===== config.mk =====
export PLATFORM = sky130hd
export DESIGN_NAME = mdc_clk_gen
export DESIGN_NICKNAME = d
export VERILOG_FILES = /design/src/rtl/mdc_clk_gen.sv
export SDC_FILE = /design/constraint.sdc
export NUM_CORES = 1
export LEC_CHECK = 0
export ABC_AREA = 1
export ABC_CLOCK_PERIOD_IN_PS = 5490
export BUFFER_PORTS_ARGS = -buffer_cell sky130_fd_sc_hd__clkbuf_2
export CORE_UTILIZATION = 40
export CTS_CLUSTER_SIZE = 12
export DETAILED_ROUTE_END_ITERATION = 7
export GPL_TIMING_DRIVEN = 1
export MAX_ROUTING_LAYER = met4
export SLEW_MARGIN = 20
export SYNTH_ARGS = -nofsm -noshare
export SYNTH_HDL_FRONTEND = slang
export SYNTH_SLANG_ARGS = --single-unit

===== constraint.sdc =====
create_clock -name AXI_Clk -period 5.49 [get_ports AXI_Clk]
set_input_delay 0.8235 -clock AXI_Clk [delete_from_list [all_inputs] [get_ports AXI_Clk]]
set_output_delay 0.8235 -clock AXI_Clk [all_outputs]
set_load 0.005 [all_outputs]

===== src/rtl/mdc_clk_gen.sv =====
// MDC clock and reset generator: divides AXI_Clk by a programmable half-period, parks
// MDC high without glitches when disabled, and holds MDC_Rst for a set number of MDC periods.
module mdc_clk_gen #(
   parameter int DIV_W        = 8,
   parameter int DEFAULT_HALF = 50,
   parameter int MIN_HALF     = 2,
   parameter int RST_MDC_CYC  = 4
) (
   input  logic             AXI_Clk,
   input  logic             AXI_Rstn,
   input  logic [DIV_W-1:0] Div_Half,
   input  logic             Div_Load,
   input  logic             Clk_En,
   output logic             Div_Err,
   output logic             MDC_Clk,
   output logic             MDC_Rise_Stb,
   output logic             MDC_Fall_Stb,
   output logic             MDC_Rst,
   output logic             MDC_Active
);

   localparam int               RC_W     = $clog2(RST_MDC_CYC + 1);
   localparam logic [RC_W-1:0]  RC_LAST  = RC_W'(RST_MDC_CYC - 1);
   localparam logic [DIV_W-1:0] HALF_RST = DIV_W'(DEFAULT_HALF);
   localparam logic [DIV_W-1:0] HALF_MIN = DIV_W'(MIN_HALF);

   typedef enum logic [1:0] {ST_RST, ST_IDLE, ST_RUN, ST_STOP} state_t;

   state_t           state_q, state_d;
   logic [DIV_W-1:0] cnt_q, cnt_d;
   logic [DIV_W-1:0] half_q, half_d;
   logic [DIV_W-1:0] pend_q, pend_d;
   logic [RC_W-1:0]  rstcnt_q, rstcnt_d;
   logic             mdc_q, mdc_d;
   logic             rise_q, rise_d;
   logic             fall_q, fall_d;
   logic             err_q, err_d;
   logic             mrst_q, mrst_d;
   logic             act_q, act_d;
   logic             term;
   logic             toggle;

   always_comb begin
      state_d  = state_q;
      cnt_d    = cnt_q;
      half_d   = half_q;
      pend_d   = pend_q;
      rstcnt_d = rstcnt_q;
      mdc_d    = mdc_q;
      mrst_d   = mrst_q;
      err_d    = 1'b0;
      toggle   = 1'b0;
      term     = (state_q != ST_IDLE) && (cnt_q == half_q - DIV_W'(1));

      if (Div_Load) begin
         if (Div_Half >= HALF_MIN) pend_d = Div_Half;
         else                      err_d  = 1'b1;
      end

      if (state_q != ST_IDLE) cnt_d = term ? '0 : cnt_q + DIV_W'(1);

      case (state_q)
         ST_RST: toggle = term;
         ST_IDLE: begin
            mdc_d = 1'b1;
            cnt_d = '0;
            if (Clk_En) begin
               state_d = ST_RUN;
               half_d  = pend_q;
            end
         end
         ST_RUN: begin
            toggle = term;
            if (!Clk_En) state_d = ST_STOP;
         end
         ST_STOP: begin
            if (Clk_En) begin
               toggle  = term;
               state_d = ST_RUN;
            end else if (term) begin
               // Only a pending low phase is finished; a high phase simply stays high.
               toggle  = !mdc_q;
               state_d = ST_IDLE;
            end
         end
         default: state_d = ST_RST;
      endcase

      if (toggle) mdc_d = !mdc_q;
      rise_d = toggle && !mdc_q;
      fall_d = toggle && mdc_q;

      // A new half-period only takes effect at a period start, using the value held before this edge.
      if (rise_d) half_d = pend_q;

      if ((state_q == ST_RST) && rise_d) begin
         rstcnt_d = rstcnt_q + RC_W'(1);
         if (rstcnt_q == RC_LAST) begin
            mrst_d  = 1'b0;
            state_d = Clk_En ? ST_RUN : ST_STOP;
         end
      end

      act_d = (state_d != ST_IDLE);
   end

   always_ff @(posedge AXI_Clk) begin
      if (!AXI_Rstn) begin
         state_q  <= ST_RST;
         cnt_q    <= '0;
         half_q   <= HALF_RST;
         pend_q   <= HALF_RST;
         rstcnt_q <= '0;
         mdc_q    <= 1'b1;
         rise_q   <= 1'b0;
         fall_q   <= 1'b0;
         err_q    <= 1'b0;
         mrst_q   <= 1'b1;
         act_q    <= 1'b0;
      end else begin
         state_q  <= state_d;
         cnt_q    <= cnt_d;
         half_q   <= half_d;
         pend_q   <= pend_d;
         rstcnt_q <= rstcnt_d;
         mdc_q    <= mdc_d;
         rise_q   <= rise_d;
         fall_q   <= fall_d;
         err_q    <= err_d;
         mrst_q   <= mrst_d;
         act_q    <= act_d;
      end
   end

   assign Div_Err      = err_q;
   assign MDC_Clk      = mdc_q;
   assign MDC_Rise_Stb = rise_q;
   assign MDC_Fall_Stb = fall_q;
   assign MDC_Rst      = mrst_q;
   assign MDC_Active   = act_q;

endmodule

==> qor.yml, run 1 <==
sta:
  relSlewSlack_pct: 70.1
  finClkSkew_ps: 4.35
  timing.final.crit_share_pct: 34.9
  rsz0062_at_grt: "false"
  period_minus_slack_ps: 1910
  final_max_slew_viol_count: 0
  hold_viol_final: 0
  worst_slew_pin_slew_ps: 449
  fin_setup_tns_ps: 0
  setup_viol: 0
  max_freq_ghz: 0.523
worst_setup_path:
  worst_setup_path_end_kind: "register"
  path_class: "register to register"
  startpoint_type: "register"
  crit_chain: "inv_2, ha_1, xor2_1, nand2_1, nor2_1, nand2_1, nor2_4, nand3_4, nand2_2, inv_2, nand2_1, nand3_1"
  critPathSlowestCell: "dfxtp_1"
  required_ps: 5640
  crit_fanout: 9
  crit_arrival_ps: 2070
  crit_top_cell: "nand2_1"
  worst_path_largest_cell_delay_ps: 380
grt:
  antenna_found_initial: 0
  grt_pass1_vias: 1276
  grt_pass1_wl_um: 5490
  overflow: 0
  groute.usage.overall_pct: 17.4
  grt_max_degree: 24
synth:
  yosysWarnings: 0
  synth-simple-area-share_pct: 36.6
  synth_cell_types: 27
  ys_seq_area_share_pct: 42.4
  syn-instance-count: 228
  synth_top_family_by_area: "simple AND/OR/NAND/NOR gates"
  synth_xor_area_share_pct: 6.89
  netlist_area_um2: 1650
  avgSynthCellArea_um2: 7.25
  ys_ff_latch: 35
  syn-num-nets: 244
  synthAdderAreaFrac_pct: 3.03
  synth_compound_area_share_pct: 4.77
  muxShareOfSynthArea_pct: 0
run:
  drv_cap: 0
outcome:
  outcome: "finished, final reports clean"
pwr:
  power.density_nw_per_um2: 248
  switchingPower_w: 0.000108
  pwr-share-seq_pct: 56.9
  swShare_pct: 23.2
  clkPwrFrac_pct: 38.3
  p_int_w: 0.000358
  ir_drop_mv: 0.156
  p_leak_nw: 0.911
  power_frac_comb_pct: 4.8
placed_design:
  hpwl_um: 2380
  gp_congestion: 0.765
  port-buffer-count: 17
cts:
  cts_buffers: 5
  cts-resized-gates: 0
  cts.sinks: 35
  cts_hold_buffers: 0
  cts_root_buf: "clkbuf_8"
  cts_max_path_buffers: 2
  cts_setup_buffers: 0
  cts_tree: "done"
  path_clk_slew_ps: 70
  h-tree-depth: 2
  clock_latency_ps: 280
die:
  dieArea_um2: 4390
  die_h_um: 66.3
  num_rows: 23
  dieWidth_um: 66.3
  top_level_ports: 18
  core-area_um2: 3970
  initial_core_util_pct: 41.6
cells_and_area:
  syn2layout_area_growth_pct: 13.6
  final_core_util_pct: 47.3
  final_nets: 266
  layout-drive-gt1-share_pct: 15.1
  antennaDiodeCount: 0
routing:
  ant_nets: 0
  wl_per_cell_um: 10.4
  drc: 0
  routed_wl_um: 3140
  drt_iter0_drc: 47
  drtPass1Iterations: 4
  num_vias: 1409
  avgViaCountPerCell: 4.68
min_path:
  hold_path_class: "register to register"
[worst max-delay path, delay by kind of cell (launching register included)]
family	cells	cell delay [ps]
xor+xnor	1	140
fa+ha+maj	1	300
buf+inv	2	160
flops	1	380
simple gates	8	810
[final cells by class]
class | instances | area, um2
inverter | 26 | 97.6
clock buffer | 6 | 72.6
tap | 50 | 62.6
fill | 430 | 2090
timing repair buffer | 17 | 85.1
multi-input combinational | 165 | 847
sequential | 35 | 701
clock inverter | 2 | 12.5
[metal layers]
| metal | part of all wire [%] | wire (um) | GRT usage (%) | up-vias |
|---|---|---|---|---|
| met5 | 0 | 0 | - | - |
| met4 | 2.1 | 65 | 10.4 | 0 |
| met3 | 4.1 | 129 | 4.31 | 6 |
| met2 | 43 | 1360 | 26.9 | 26 |
| met1 | 50 | 1580 | 20.3 | 614 |
| li1 | - | - | - | 763 |
[cell usage in the layout (no fill, tap or decap), types with 2 or more instances in the layout]
cell      instances
clkbuf_2         17
nand3_2           2
o21ai_0           7
nand3_1          18
clkbuf_8          5
ha_1              4
dfxtp_1          35
nor2_4            2
inv_2             5
o21ai_1           2
xor2_1            9
inv_1            21
a21oi_1           3
nor2_1           52
nand2_1          48
nand4_1           2
nand3b_1          2
xnor2_1           4
[Yosys cell counts (all sizes together)]
cell type	instances	area (um2)
nand4	3	25.0
nand3b	2	15.0
and2	1	6.26
xnor2	4	35.0
nor3b	1	7.51
o21ai	9	45.0
and3	1	6.26
o21bai	2	18.8
a21oi	3	15.0
xor2	9	78.8
ha	4	50.1
nand2	49	186
dfxtp	35	701
nor4	1	6.26
clkbuf	2	7.51
inv	26	97.6
nand3	21	128
nor2	55	224
[registers in the layout (all words and copies together), names as in the netlist]
register and flops:
MDC_Clk 1, rstcnt_q 3, MDC_Fall_Stb 1, MDC_Rst 1
Div_Err 1, pend_q 8, MDC_Rise_Stb 1, half_q 8
cnt_q 8, MDC_Active 1, state_q 2
[stage by stage]
stage               std cells  worst slack (ps)  power (W)  hold WS, ps  cell area, um2
floorplan                 228              3750   0.000283          419            1650
global placement          293              3520   0.000293          445            1790
detailed placement        293              3510   0.000293          446            1790
CTS                       301              3570   0.000476          465            1880
global route              301              3390   0.000490          486            1880
finish                    301              3580   0.000466          462            1880
[path summary, 6_finish.rpt]
path | from | end | slack (ps) | cells past startpoint
max | half_q[0] | half_q[5] | 3580 | 12
min | pend_q[4] | pend_q[4] | 460 | 2
max reg2reg | half_q[0] | half_q[5] | 3580 | 12
min reg2reg | pend_q[4] | pend_q[4] | 460 | 2
[kinds of logic (layout without fill, tap and decap cells)]
logic type / count (synthesis) / after routing
AOI/OAI and AO/OA: 14 / 14
DFF: 35 / 35
xor gates and xnor gates: 13 / 13
and+or+nand+nor: 134 / 134
buffers and inverters: 28 / 51
adders and majority gates: 4 / 4
[power by group through the flow]
stage	logic, W	registers (W)	clock network (W)
after floorplan	0.0000139	0.000269	0
after global placement	0.0000222	0.000271	0
after detailed placement	0.0000224	0.000271	0
after CTS	0.0000226	0.000265	0.000188
after global routing	0.0000260	0.000266	0.000198
final	0.0000223	0.000265	0.000178
Note: power is estimated with default switching activity, not from simulation.
==> run 2, diff against run 1 <==
--- a/config.mk
+++ b/config.mk
@@ -6,7 +6,7 @@
 export NUM_CORES = 1
 export LEC_CHECK = 0
 export ABC_AREA = 1
-export ABC_CLOCK_PERIOD_IN_PS = 5490
+export ABC_CLOCK_PERIOD_IN_PS = 1600
 export BUFFER_PORTS_ARGS = -buffer_cell sky130_fd_sc_hd__clkbuf_2
 export CORE_UTILIZATION = 40
 export CTS_CLUSTER_SIZE = 12
==> constraint.sdc (replaced) <==
create_clock -name AXI_Clk -period 1.6 [get_ports AXI_Clk]
set_input_delay 0.24 -clock AXI_Clk [delete_from_list [all_inputs] [get_ports AXI_Clk]]
set_output_delay 0.24 -clock AXI_Clk [all_outputs]
set_load 0.005 [all_outputs]
==> qor.yml, run 2 (synthesis results as in run 1) <==
worst_setup_path:
  r2r_setup_slack_ps: -170
  r2r_start: "half_q[1]"
  critPathSlowestCell: "dfxtp_4"
  reg2reg_depth: 12
  required_ps: 1790
  crit_fanout: 8
  startpoint_type: "register"
  crit_chain: "inv_4, ha_4, nand3_4, nor2_4, xor2_2, inv_2, nor2_4, nand3_4, nand2_4, inv_6, nor2_1, nor2_1"
  crit_arrival_ps: 1960
  worst_setup_path_end_kind: "register"
  worst_path_largest_cell_delay_ps: 370
  path_class: "register to register"
  reg2reg_to: "half_q[0]"
placed_design:
  gp_congestion: 0.754
  port-buffer-count: 17
  hpwl_um: 2450
pwr:
  ir_drop_mv: 0.571
  power.density_nw_per_um2: 866
  p_leak_nw: 0.997
cells_and_area:
  multi_input_area_um2: 931
  layout_commonest_cell: "nor2_1"
  largestRegisters: "cnt_q x8, half_q x8, pend_q x8"
  syn2layout_area_growth_pct: 26.7
  layout-drive-gt1-share_pct: 24.0
  final_core_util_pct: 52.7
  final_nets: 277
  layout_common_cells: "nor2_1 (50), nand2_1 (46), dfxtp_1 (32)"
  nFillCells: 396
  antennaDiodeCount: 0
  regArea_um2: 707
sta:
  hold_viol_final: 0
  fin_setup_tns_ps: -2800
  final_max_slew_viol_count: 0
  max_freq_ghz: 0.565
  relSlewSlack_pct: 75.6
  rsz0062_at_grt: "true"
  setup_viol: 25
  finClkSkew_ps: 3.06
  timing.final.crit_share_pct: 111
  period_minus_slack_ps: 1770
  setup_slack_ps: -170
  worst_slew_pin_slew_ps: 365
routing:
  drc: 0
  drt_iter0_drc: 54
  avgViaCountPerCell: 4.63
  num_vias: 1444
  routed_wl_um: 3250
  drtPass1Iterations: 4
  wl_per_cell_um: 10.4
  ant_nets: 0
die:
  dieArea_um2: 4390
  core-area_um2: 3970
  top_level_ports: 18
  initial_core_util_pct: 41.6
  dieWidth_um: 66.3
  num_rows: 23
  die_h_um: 66.3
grt:
  grt_pass1_wl_um: 5780
  antenna_found_initial: 0
  grt_max_degree: 17
  groute.usage.overall_pct: 18.0
  overflow: 0
  grt_pass1_vias: 1366
min_path:
  hold_path_class: "input pin to register"
  min_from: "Clk_En"
  hold_depth: 2
  whs_endpoint: "state_q[0]"
cts:
  path_clk_slew_ps: 70
  cts.sinks: 35
  h-tree-depth: 2
  cts_hold_buffers: 0
  cts_tree: "done"
  cts_max_path_buffers: 2
  cts_buffers: 5
  cts_root_buf: "clkbuf_8"
  clock_latency_ps: 290
run:
  drv_cap: 0
outcome:
  violations: "setup timing"
  outcome: "complete, but fails checks"
==> run 2: cell count changes in the layout (fill, tap and decap cells not counted), moves of 2 or more <==
cell / before / now
buf_4: 0 / 10
dfxtp_1: 35 / 32
dfxtp_2: 0 / 2
nand2_1: 48 / 46
nand3_2: 2 / 0
nand3_4: 1 / 3
nor2_1: 52 / 50
nor2_4: 2 / 4
==> run 2: layout make-up <==
type / count / area share, %
Inverter: 26 / 5.02
Sequential cell: 35 / 33.8
Timing Repair Buffer: 28 / 8.18
Clock buffer: 6 / 3.94
Tap cell: 50 / 2.99
Multi-Input combinational cell: 165 / 44.4
Clock inverter: 2 / 1.67
==> run 2: critical path: cells and delay by family (launching register included) <==
family / cells / cell delay, ps
XOR/XNOR: 1 / 160
adder cells (fa/ha/maj): 1 / 150
buffers and inverters: 3 / 170
flip-flops: 1 / 370
AND/OR/NAND/NOR: 7 / 800
==> run 2: what timing repair did <==
action	4_1_cts	5_1_grt
setup buffers	1	0
pin swaps	1	8
endpoints found under the setup margin	24	26
hold endpoints to repair	0	0
gates resized for setup	5	13
==> run 2: power breakdown <==
group          internal [W]  switching (W)  leakage (nW)  total [W]
Clock              0.000504       0.000318        0.0612   0.000822
Combinational     0.0000352      0.0000485         0.649  0.0000837
Sequential         0.000891      0.0000155         0.286   0.000907
Total               0.00143       0.000382         0.997    0.00181
==> run 2: worst max path at each step <==
stage | from | to | slack [ps] | depth (start not counted)
final | half_q[1] | half_q[0] | -170 | 12
after global routing | half_q[1] | half_q[7] | -290 | 12
after CTS | half_q[1] | half_q[0] | -160 | 12
after detailed placement | half_q[1] | half_q[2] | -160 | 12
after global placement | half_q[1] | half_q[2] | -160 | 12
after floorplan | half_q[0] | half_q[1] | -60 | 12
==> run 2: layer usage <==
metal  vias to the layer above  GRT usage (%)  wire (um)
met5                         -              -          0
met1                       627           21.0       1610
met4                         0           9.57         70
met3                         7           4.14        131
met2                        28           28.4       1450
li1                        782              -          -
==> run 2: stage by stage <==
stage / cell area, um2 / hold WS, ps / total power (W) / worst slack (ps) / std cells
global placement: 1890 / 442 / 0.00101 / -158 / 303
global route: 2090 / 161 / 0.00189 / -294 / 312
CTS: 2040 / 142 / 0.00184 / -156 / 312
finish: 2090 / 149 / 0.00181 / -170 / 312
floorplan: 1680 / 312 / 0.000972 / -57.5 / 228
detailed placement: 1890 / 441 / 0.00101 / -158 / 303
==> run 3, diff against run 2 <==
--- a/config.mk
+++ b/config.mk
@@ -11,8 +11,8 @@
 export CORE_UTILIZATION = 40
 export CTS_CLUSTER_SIZE = 12
 export DETAILED_ROUTE_END_ITERATION = 7
-export GPL_TIMING_DRIVEN = 1
 export MAX_ROUTING_LAYER = met4
+export SKIP_LAST_GASP = 1
 export SLEW_MARGIN = 20
 export SYNTH_ARGS = -nofsm -noshare
 export SYNTH_HDL_FRONTEND = slang
==> qor.yml, run 3 (synthesis results as in run 1) <==
cts:
  path_clk_slew_ps: 70
  h-tree-depth: 2
  cts_max_path_buffers: 2
  cts_root_buf: "clkbuf_8"
  cts.sinks: 35
  clock_latency_ps: 290
  cts_buffers: 5
  cts_tree: "done"
routing:
  drt_iter0_drc: 54
  wl_per_cell_um: 10.4
  drtPass1Iterations: 4
  ant_nets: 0
  routed_wl_um: 3250
  avgViaCountPerCell: 4.63
  drc: 0
  num_vias: 1444
die:
  top_level_ports: 18
  dieWidth_um: 66.3
  num_rows: 23
  initial_core_util_pct: 41.6
  dieArea_um2: 4390
  die_h_um: 66.3
  core-area_um2: 3970
outcome:
  outcome: "complete, but fails checks"
  violations: "setup timing"
cells_and_area:
  antennaDiodeCount: 0
  nFillCells: 396
  largestRegisters: "cnt_q x8, half_q x8, pend_q x8"
  final_nets: 277
  final_core_util_pct: 52.7
  layout_common_cells: "nor2_1 (50), nand2_1 (46), dfxtp_1 (32)"
  layout-drive-gt1-share_pct: 24.0
  regArea_um2: 707
  final_area_um2: 2090
  multi_input_area_um2: 931
  layout_commonest_cell: "nor2_1"
  syn2layout_area_growth_pct: 26.7
pwr:
  ir_drop_mv: 0.571
  totalPowerFinal_w: 0.00181
  p_leak_nw: 0.997
  power.density_nw_per_um2: 866
sta:
  max_freq_ghz: 0.565
  final_max_slew_viol_count: 0
  hold_viol_final: 0
  period_minus_slack_ps: 1770
  rsz0062_at_grt: "true"
  setup_viol: 25
  setup_slack_ps: -170
  fin_setup_tns_ps: -2800
  finClkSkew_ps: 3.06
  timing.final.crit_share_pct: 111
  relSlewSlack_pct: 75.6
  worst_slew_pin_slew_ps: 365
placed_design:
  hpwl_um: 2450
  pre_cts_ws_ps: -158
  placed_cell_area_um2: 1890
  port-buffer-count: 17
  gp_congestion: 0.754
worst_setup_path:
  crit_fanout: 8
  worst_path_largest_cell_delay_ps: 370
  worst_setup_path_end_kind: "register"
  path_class: "register to register"
  reg2reg_to: "half_q[0]"
  critPathSlowestCell: "dfxtp_4"
  reg2reg_depth: 12
  r2r_setup_slack_ps: -170
  r2r_start: "half_q[1]"
  crit_chain: "inv_4, ha_4, nand3_4, nor2_4, xor2_2, inv_2, nor2_4, nand3_4, nand2_4, inv_6, nor2_1, nor2_1"
  startpoint_type: "register"
  required_ps: 1790
  crit_arrival_ps: 1960
min_path:
  min_from: "Clk_En"
  whs_endpoint: "state_q[0]"
  hold_path_class: "input pin to register"
  hold_depth: 2
run:
  drv_cap: 0
grt:
  grt_max_degree: 17
  groute.usage.overall_pct: 18.0
  antenna_found_initial: 0
  grt_pass1_vias: 1366
  grt_pass1_wl_um: 5780
  overflow: 0
-- run 3: cell counts in the layout (fill, tap and decap cells not counted) --
Identical to the previous run, type by type.
-- run 3: worst max path at each step --
stage / start / to / slack, ps / depth (start not counted)
after global routing: half_q[1] / half_q[7] / -290 / 12
after detailed placement: half_q[1] / half_q[2] / -160 / 12
after global placement: half_q[1] / half_q[2] / -160 / 12
after floorplan: half_q[0] / half_q[1] / -60 / 12
final: half_q[1] / half_q[0] / -170 / 12
after CTS: half_q[1] / half_q[2] / -160 / 12
-- run 3: cell type report --
class,count,area share (%)
Timing Repair Buffer,28,8.18
Multi-Input combinational cell,165,44.4
Tap cell,50,2.99
Inverter,26,5.02
Clock inverter,2,1.67
Sequential cell,35,33.8
Clock buffer,6,3.94
-- run 3: critical path, delay by kind of cell, from the launching register on --
family	cells	cell delay, ps
xor gates and xnor gates	1	160
and+or+nand+nor	7	800
adders and majority gates	1	150
buffers and inverters	3	170
DFF	1	370
-- run 3: what timing repair did --
action	CTS	global route
setup buffers	1	0
gates resized for setup	4	14
pin swaps	1	8
hold buffers	0	0
setup endpoints to repair	24	26
-- run 3: where the power goes --
group | leakage (nW) | internal, W | switching [W]
Clock | 0.0612 | 0.000504 | 0.000318
Combinational | 0.649 | 0.0000352 | 0.0000485
Sequential | 0.286 | 0.000891 | 0.0000155
Total | 0.997 | 0.00143 | 0.000382
-- run 3: routing by layer --
metal	vias to the layer above	part of all wire [%]	global-route usage (%)
met5	-	0	-
met4	0	2.2	9.57
met3	7	4.0	4.14
met2	28	44	28.4
met1	627	49	21.0
li1	782	-	-
-- run 3: through the flow --
stage               instances  hold slack [ps]
floorplan                 228              312
global placement          303              442
detailed placement        303              441
CTS                       312              142
global route              312              161
finish                    312              149
